File: src/rtl/multicycle_control_sequencer.sv
// -----------------------------------------------------------------------------
// multicycle_control_sequencer
//
// Multi-cycle control FSM for the accumulator CPU. It steps the datapath
// through FETCH -> DECODE -> EXEC, and waits on the instruction and data
// memory ready handshakes. On HLT it parks in HALT. After reset it spends
// one INIT cycle clearing every datapath register.
//
// Ports
//   clock_in, reset_in           clock (rising edge), async active-low reset
//   op_code                      opcode field from the IR output
//   status_Z_in, status_N_in     zero / negative flags from the status register
//   instr_ready_in               instruction memory data valid
//   data_ready_in                data memory read valid / write accepted
//   instr_req_out, data_req_out  memory access requests
//   branch_out                   PC source (1 = branch target, 0 = PC+1)
//   sel_A_out                    ACC input mux (00 ALU, 01 immediate, 10 memory)
//   sel_B_out                    ALU B operand (0 memory, 1 immediate)
//   alu_op_out                   0 add, 1 subtract
//   data_memory_wr_out           data memory write strobe
//   *_wr_out                     register write enables
//   *_reset_out                  synchronous register clears
//   halted_out                   core stopped on HLT
// -----------------------------------------------------------------------------
module multicycle_control_sequencer #(
    parameter int DATA_WIDTH        = 11,
    parameter int INSTRUCTION_WIDTH = 15,
    parameter int OPCODE_WIDTH      = INSTRUCTION_WIDTH - DATA_WIDTH + 1
) (
    input  logic                    clock_in,
    input  logic                    reset_in,
    input  logic [OPCODE_WIDTH-1:0] op_code,
    input  logic                    status_Z_in,
    input  logic                    status_N_in,
    input  logic                    instr_ready_in,
    input  logic                    data_ready_in,
    output logic                    instr_req_out,
    output logic                    data_req_out,
    output logic                    branch_out,
    output logic [1:0]              sel_A_out,
    output logic                    sel_B_out,
    output logic                    alu_op_out,
    output logic                    data_memory_wr_out,
    output logic                    acc_wr_out,
    output logic                    pc_wr_out,
    output logic                    status_wr_out,
    output logic                    ir_wr_out,
    output logic                    acc_reset_out,
    output logic                    pc_reset_out,
    output logic                    status_reset_out,
    output logic                    ir_reset_out,
    output logic                    halted_out
);

    typedef enum logic [2:0] {
        S_INIT   = 3'd0,
        S_FETCH  = 3'd1,
        S_DECODE = 3'd2,
        S_EXEC   = 3'd3,
        S_HALT   = 3'd4
    } state_t;

    localparam logic [OPCODE_WIDTH-1:0] OP_HLT  = OPCODE_WIDTH'(0);
    localparam logic [OPCODE_WIDTH-1:0] OP_STO  = OPCODE_WIDTH'(1);
    localparam logic [OPCODE_WIDTH-1:0] OP_LD   = OPCODE_WIDTH'(2);
    localparam logic [OPCODE_WIDTH-1:0] OP_LDI  = OPCODE_WIDTH'(3);
    localparam logic [OPCODE_WIDTH-1:0] OP_ADD  = OPCODE_WIDTH'(4);
    localparam logic [OPCODE_WIDTH-1:0] OP_ADDI = OPCODE_WIDTH'(5);
    localparam logic [OPCODE_WIDTH-1:0] OP_SUB  = OPCODE_WIDTH'(6);
    localparam logic [OPCODE_WIDTH-1:0] OP_SUBI = OPCODE_WIDTH'(7);
    localparam logic [OPCODE_WIDTH-1:0] OP_BEQ  = OPCODE_WIDTH'(8);
    localparam logic [OPCODE_WIDTH-1:0] OP_BNE  = OPCODE_WIDTH'(9);
    localparam logic [OPCODE_WIDTH-1:0] OP_BGT  = OPCODE_WIDTH'(10);
    localparam logic [OPCODE_WIDTH-1:0] OP_BGE  = OPCODE_WIDTH'(11);
    localparam logic [OPCODE_WIDTH-1:0] OP_BLT  = OPCODE_WIDTH'(12);
    localparam logic [OPCODE_WIDTH-1:0] OP_BLE  = OPCODE_WIDTH'(13);
    localparam logic [OPCODE_WIDTH-1:0] OP_JMP  = OPCODE_WIDTH'(14);

    state_t                  state, state_next;
    logic [OPCODE_WIDTH-1:0] opcode_q;

    // Reset lands in INIT, and INIT decodes to "clear everything". So every
    // write enable and request drops in the same instant that reset_in falls.
    // NOTE: state registers use non-blocking assignments so every flop samples
    // the pre-edge values, independent of process ordering.
    always_ff @(posedge clock_in or negedge reset_in) begin
        if (!reset_in) begin
            state    <= S_INIT;
            opcode_q <= '0;
        end else begin
            state <= state_next;
            if (state == S_DECODE) begin
                opcode_q <= op_code;
            end
        end
    end

    // NOTE: every output of this block gets a default before the case
    // statement, so no path can leave one unassigned and infer a latch.
    always_comb begin
        state_next         = state;
        instr_req_out      = 1'b0;
        data_req_out       = 1'b0;
        branch_out         = 1'b0;
        sel_A_out          = 2'b00;
        sel_B_out          = 1'b0;
        alu_op_out         = 1'b0;
        data_memory_wr_out = 1'b0;
        acc_wr_out         = 1'b0;
        pc_wr_out          = 1'b0;
        status_wr_out      = 1'b0;
        ir_wr_out          = 1'b0;
        acc_reset_out      = 1'b0;
        pc_reset_out       = 1'b0;
        status_reset_out   = 1'b0;
        ir_reset_out       = 1'b0;
        halted_out         = 1'b0;

        case (state)
            S_INIT: begin
                acc_reset_out    = 1'b1;
                pc_reset_out     = 1'b1;
                status_reset_out = 1'b1;
                ir_reset_out     = 1'b1;
                state_next       = S_FETCH;
            end

            S_FETCH: begin
                instr_req_out = 1'b1;
                if (instr_ready_in) begin
                    ir_wr_out  = 1'b1;
                    state_next = S_DECODE;
                end
            end

            S_DECODE: begin
                state_next = S_EXEC;
            end

            S_EXEC: begin
                case (opcode_q)
                    OP_HLT: begin
                        state_next = S_HALT;
                    end
                    OP_STO: begin
                        data_req_out = 1'b1;
                        if (data_ready_in) begin
                            data_memory_wr_out = 1'b1;
                            pc_wr_out          = 1'b1;
                            state_next         = S_FETCH;
                        end
                    end
                    OP_LD: begin
                        data_req_out = 1'b1;
                        if (data_ready_in) begin
                            sel_A_out     = 2'b10;
                            acc_wr_out    = 1'b1;
                            status_wr_out = 1'b1;
                            pc_wr_out     = 1'b1;
                            state_next    = S_FETCH;
                        end
                    end
                    OP_LDI: begin
                        sel_A_out     = 2'b01;
                        acc_wr_out    = 1'b1;
                        status_wr_out = 1'b1;
                        pc_wr_out     = 1'b1;
                        state_next    = S_FETCH;
                    end
                    OP_ADD, OP_SUB: begin
                        data_req_out = 1'b1;
                        if (data_ready_in) begin
                            alu_op_out    = (opcode_q == OP_SUB);
                            acc_wr_out    = 1'b1;
                            status_wr_out = 1'b1;
                            pc_wr_out     = 1'b1;
                            state_next    = S_FETCH;
                        end
                    end
                    OP_ADDI, OP_SUBI: begin
                        sel_B_out     = 1'b1;
                        alu_op_out    = (opcode_q == OP_SUBI);
                        acc_wr_out    = 1'b1;
                        status_wr_out = 1'b1;
                        pc_wr_out     = 1'b1;
                        state_next    = S_FETCH;
                    end
                    OP_BEQ, OP_BNE, OP_BGT, OP_BGE, OP_BLT, OP_BLE, OP_JMP: begin
                        pc_wr_out  = 1'b1;
                        state_next = S_FETCH;
                        case (opcode_q)
                            OP_BEQ:  branch_out = status_Z_in;
                            OP_BNE:  branch_out = !status_Z_in;
                            OP_BGT:  branch_out = !status_Z_in && !status_N_in;
                            OP_BGE:  branch_out = !status_N_in;
                            OP_BLT:  branch_out = status_N_in;
                            OP_BLE:  branch_out = status_N_in || status_Z_in;
                            default: branch_out = 1'b1;
                        endcase
                    end
                    default: begin
                        // Unassigned opcodes act as NOP: just step the PC.
                        pc_wr_out  = 1'b1;
                        state_next = S_FETCH;
                    end
                endcase
            end

            S_HALT: begin
                halted_out = 1'b1;
            end

            default: begin
                state_next = S_INIT;
            end
        endcase
    end

endmodule

File: config.mk
export PLATFORM = sky130hd
export DESIGN_NAME = multicycle_control_sequencer
export DESIGN_NICKNAME = d
export VERILOG_FILES = /design/src/rtl/multicycle_control_sequencer.sv
export SDC_FILE = /design/constraint.sdc
export NUM_CORES = 1
export LEC_CHECK = 0
export ABC_AREA = 1
export BUFFER_PORTS_ARGS = -buffer_cell sky130_fd_sc_hd__buf_2
export CAP_MARGIN = 40
export CORE_MARGIN = 3
export CORE_UTILIZATION = 44
export CTS_CLUSTER_SIZE = 30
export DETAILED_ROUTE_END_ITERATION = 10
export PLACE_DENSITY = 0.81
export RECOVER_POWER = 100
export SLEW_MARGIN = 25
export SYNTH_ARGS = -nofsm -noshare
export SYNTH_HDL_FRONTEND = slang
export SYNTH_SLANG_ARGS = --single-unit
File: constraint.sdc
create_clock -name clock_in -period 1.5 [get_ports clock_in]
set_input_delay 0.075 -clock clock_in [delete_from_list [all_inputs] [get_ports clock_in]]
set_output_delay 0.075 -clock clock_in [all_outputs]
set_load 0.01 [all_outputs]
==> summary.md <==
| Metric | Value |
|---|---|
| First-pass GRT wire length | `approximately 2700 µm` |
| Status | `finished with violations` |
| Setup crit end kind | `output port` |
| Global placer's final weighted congestion | `0.811` |
| Final Instance Area | `~900 µm²` |
| Root buf cell | `clkbuf_4` |
| Std-Cell Rows | `12` |
| Longest Clk Path Bufs | `2` |
| Drt total wl | `around 1800 µm` |
| Clock Pin Slew Worst Setup and Hold Paths | `0.06 ns` |
| P_leak | `between 0.0004 and 0.0005 µW` |
| Clk sinks | `8` |
| #FFs+latches synth | `8` |
| Net Sw Power | `around 860 µW` |
| Synth Cell Area | `about 600 µm²` |
| CTS tree | `done` |
| Failing checks | `setup timing` |
| Worst EP arrival | `between 1 and 1.5 ns` |
| Post-layout min period | `approximately 1.5 ns` |
| Starting density of the core | `about half` |
| Largest net degree at the start of global routing | `11` |
| Num CTS Buffers | `3` |
| Post-synthesis sequential area ratio | `roughly a third` |
| GRT Resource Usage Total | `18.5%` |
| Worst r2r src | `state[2]` |
| Post-Syn Area per Cell | `around 7.3 µm²` |
| Synth warn | `0` |
| Int Power | `872 µW` |
| Gate Count Post-Synth | `83` |
| I/O Pins | `28` |
| HPWL Detailed | `~1200 µm` |
| Worst Setup Slack, final | `-0.0214 ns` |
| R2R Setup Slk | `about 0.090 ns` |
| Largest area contributor in the netlist | `dfrtp_1` |
| Final hold violation count | `0` |
| Drt first pass iters | `4` |
| Post-synth EDFFs | `0` |
| Clock Skew | `just over 0.005 ns` |
| GR Overflow Total | `0` |
| DIE HEIGHT | `between 40 and 50 µm` |
| H-tree Lvls | `1` |
| Post-DR vias/cell | `around 5.6` |
| Worst vdd ir | `roughly 1100 µV` |
| Top cells by instance count after synthesis | `nand2_1, nor2_1, dfrtp_1` |
| PortBufs | `27` |
| Max Cap Viol | `0` |
| Period utilisation layout | `101%` |
| Power Dens Cells | `~1900 nW/µm²` |
| Die X | `around 43 µm` |
| Layout cells sized above 1 | `between 50% and 60%` |
| Reg2reg path depth | `7` |
| Post-synth net total | `between 90 and 100` |
| Post-synth top flop | `dfrtp_1` |
| Crit path kind | `flip-flop to output port` |
| Layout fillers | `97` |
| Initial DRC count | `22` |
| Core area | `roughly 1200 µm²` |
| DP Area | `~730 µm²` |
| Critical Path Start | `state[2]` |
| Initial antenna violation count | `0` |
| Vias in the first global route | `619` |
| Final setup viols | `1` |
| Switching part of the total | `49.6%` |
| Area delta synth->final | `47.4%` |
| Total number of vias | `between 700 and 800` |
| Area share of the largest cell type after synthesis | `between 30% and 40%` |
| Clk_lat worst skew | `between 0.2 and 0.3 ns` |
| Clock network power share | `roughly a tenth` |
| Hold WC Path Type | `input pin to flip-flop` |
| Antenna Nets Post-Route | `0` |
| Combinational power share | `~64%` |
| Slew Limit Fails | `0` |
| Crit path required time | `roughly 1.4 ns` |
| Rel. slew slack | `approximately two thirds` |
| DIE AREA | `1870 µm²` |
| Total power | `1730 µW` |
| Netlist cell types | `21` |
| CP Capture Point | `halted_out` |
| Tightest Pin Transition | `between 0.4 and 0.5 ns` |
| Drt wl/cell | `roughly 14 µm` |
| Nature of the critical path startpoint | `flip-flop` |
| RR Endpoint | `state[1]` |
| Max Fclk | `657 MHz` |
| Fraction of power consumed by sequential logic | `a little over a quarter` |
| Ys async rst share | `100%` |
| Diode count | `0` |
| RSZ-0062 raised after global routing | `true` |
| Largest cells by area after synthesis | `dfrtp_1, nand3_2, nand2_1, nor2_1, a21oi_1` |
| Final #Nets | `between 100 and 150` |
| Critical path peak fanout | `3` |
| Hold WS | `around 0.063 ns` |
| DRC | `0` |
per-stage QoR:
step           setup TNS, ns  utilization, %  std cells  setup slack, ns
2_1_floorplan              0               -         83            0.124
3_3_place_gp               0            60.9        120            0.176
3_5_place_dp               0            60.9        120            0.175
4_1_cts                    0            68.8        128         0.000179
5_1_grt               -0.571            74.8        135           -0.107
6_report             -0.0214            74.8        135          -0.0214
cells by family after synthesis:
family / synth area share, %
AOI/OAI and AO/OA: 14.2
DFF: 32.9
and+or+nand+nor: 38.0
muxes: 1.85
xor gates and xnor gates: 1.44
buffers and inverters: 11.7
final cells by class:
class	instances	area (µm²)	share of cell area, %
repair buffers	39	226	25.2
well taps	14	17.5	1.95
flip-flops and latches	8	204	22.7
clock buffers	3	22.5	2.51
inverters	11	46.3	5.15
multi-input cells	60	382	42.5
metal layers:
| layer | global-route usage, % | up-vias | wire [µm] |
|---|---|---|---|
| met5 | 0 | - | 0 |
| met4 | 3.61 | 0 | 17 |
| met3 | 5.08 | 6 | 158 |
| met2 | 31.6 | 39 | 948 |
| met1 | 23.0 | 355 | 712 |
| li1 | - | 352 | - |
worst min path at each step:
stage	depth (start not counted)	endpoint	from
5_1_grt	2	opcode_q[3]	op_code[3]
3_3_place_gp	1	state[2]	reset_in
3_5_place_dp	1	opcode_q[4]	reset_in
2_1_floorplan	0	opcode_q[0]	reset_in
6_report	2	opcode_q[3]	op_code[3]
4_1_cts	2	opcode_q[3]	op_code[3]
flip-flops by register name, indices dropped and copies added, names as in the netlist:
register / count
opcode_q: 5
state: 3
power by group through the flow:
stage | combinational, µW | sequential (µW) | clock, µW
final | 1110 | 457 | 162
after global routing | 1210 | 468 | 179
after CTS | 921 | 418 | 168
after detailed placement | 802 | 433 | 0
after global placement | 790 | 426 | 0
after floorplan | 649 | 409 | 0
cell usage in the layout (no fill, tap or decap), drive strengths merged:
cell	count
a211o	1
a211oi	2
a21o	1
a21oi	7
a31oi	1
buf	37
clkbuf	4
dfrtp	8
dlygate4sd3	1
inv	11
mux2	1
nand2	13
nand3	11
nor2	16
nor3	4
o211ai	1
o22ai	1
xor2	1
critical path, cell delays in order, from the launching register on:
cell and delay, ns:
dfrtp_1 0.38, inv_2 0.06, buf_4 0.12, buf_4 0.13, nor3_1 0.29, buf_2 0.22
what timing repair did:
action / 4_1_cts / 5_1_grt
setup endpoints to repair: 6 / 10
buffers inserted: 4 / 7
pin swaps: 2 / 2
hold endpoints to repair: 8 / 0
gates resized for setup: 8 / 10
hold buffers: 1 / 0
(Power assumes the default switching activity.)
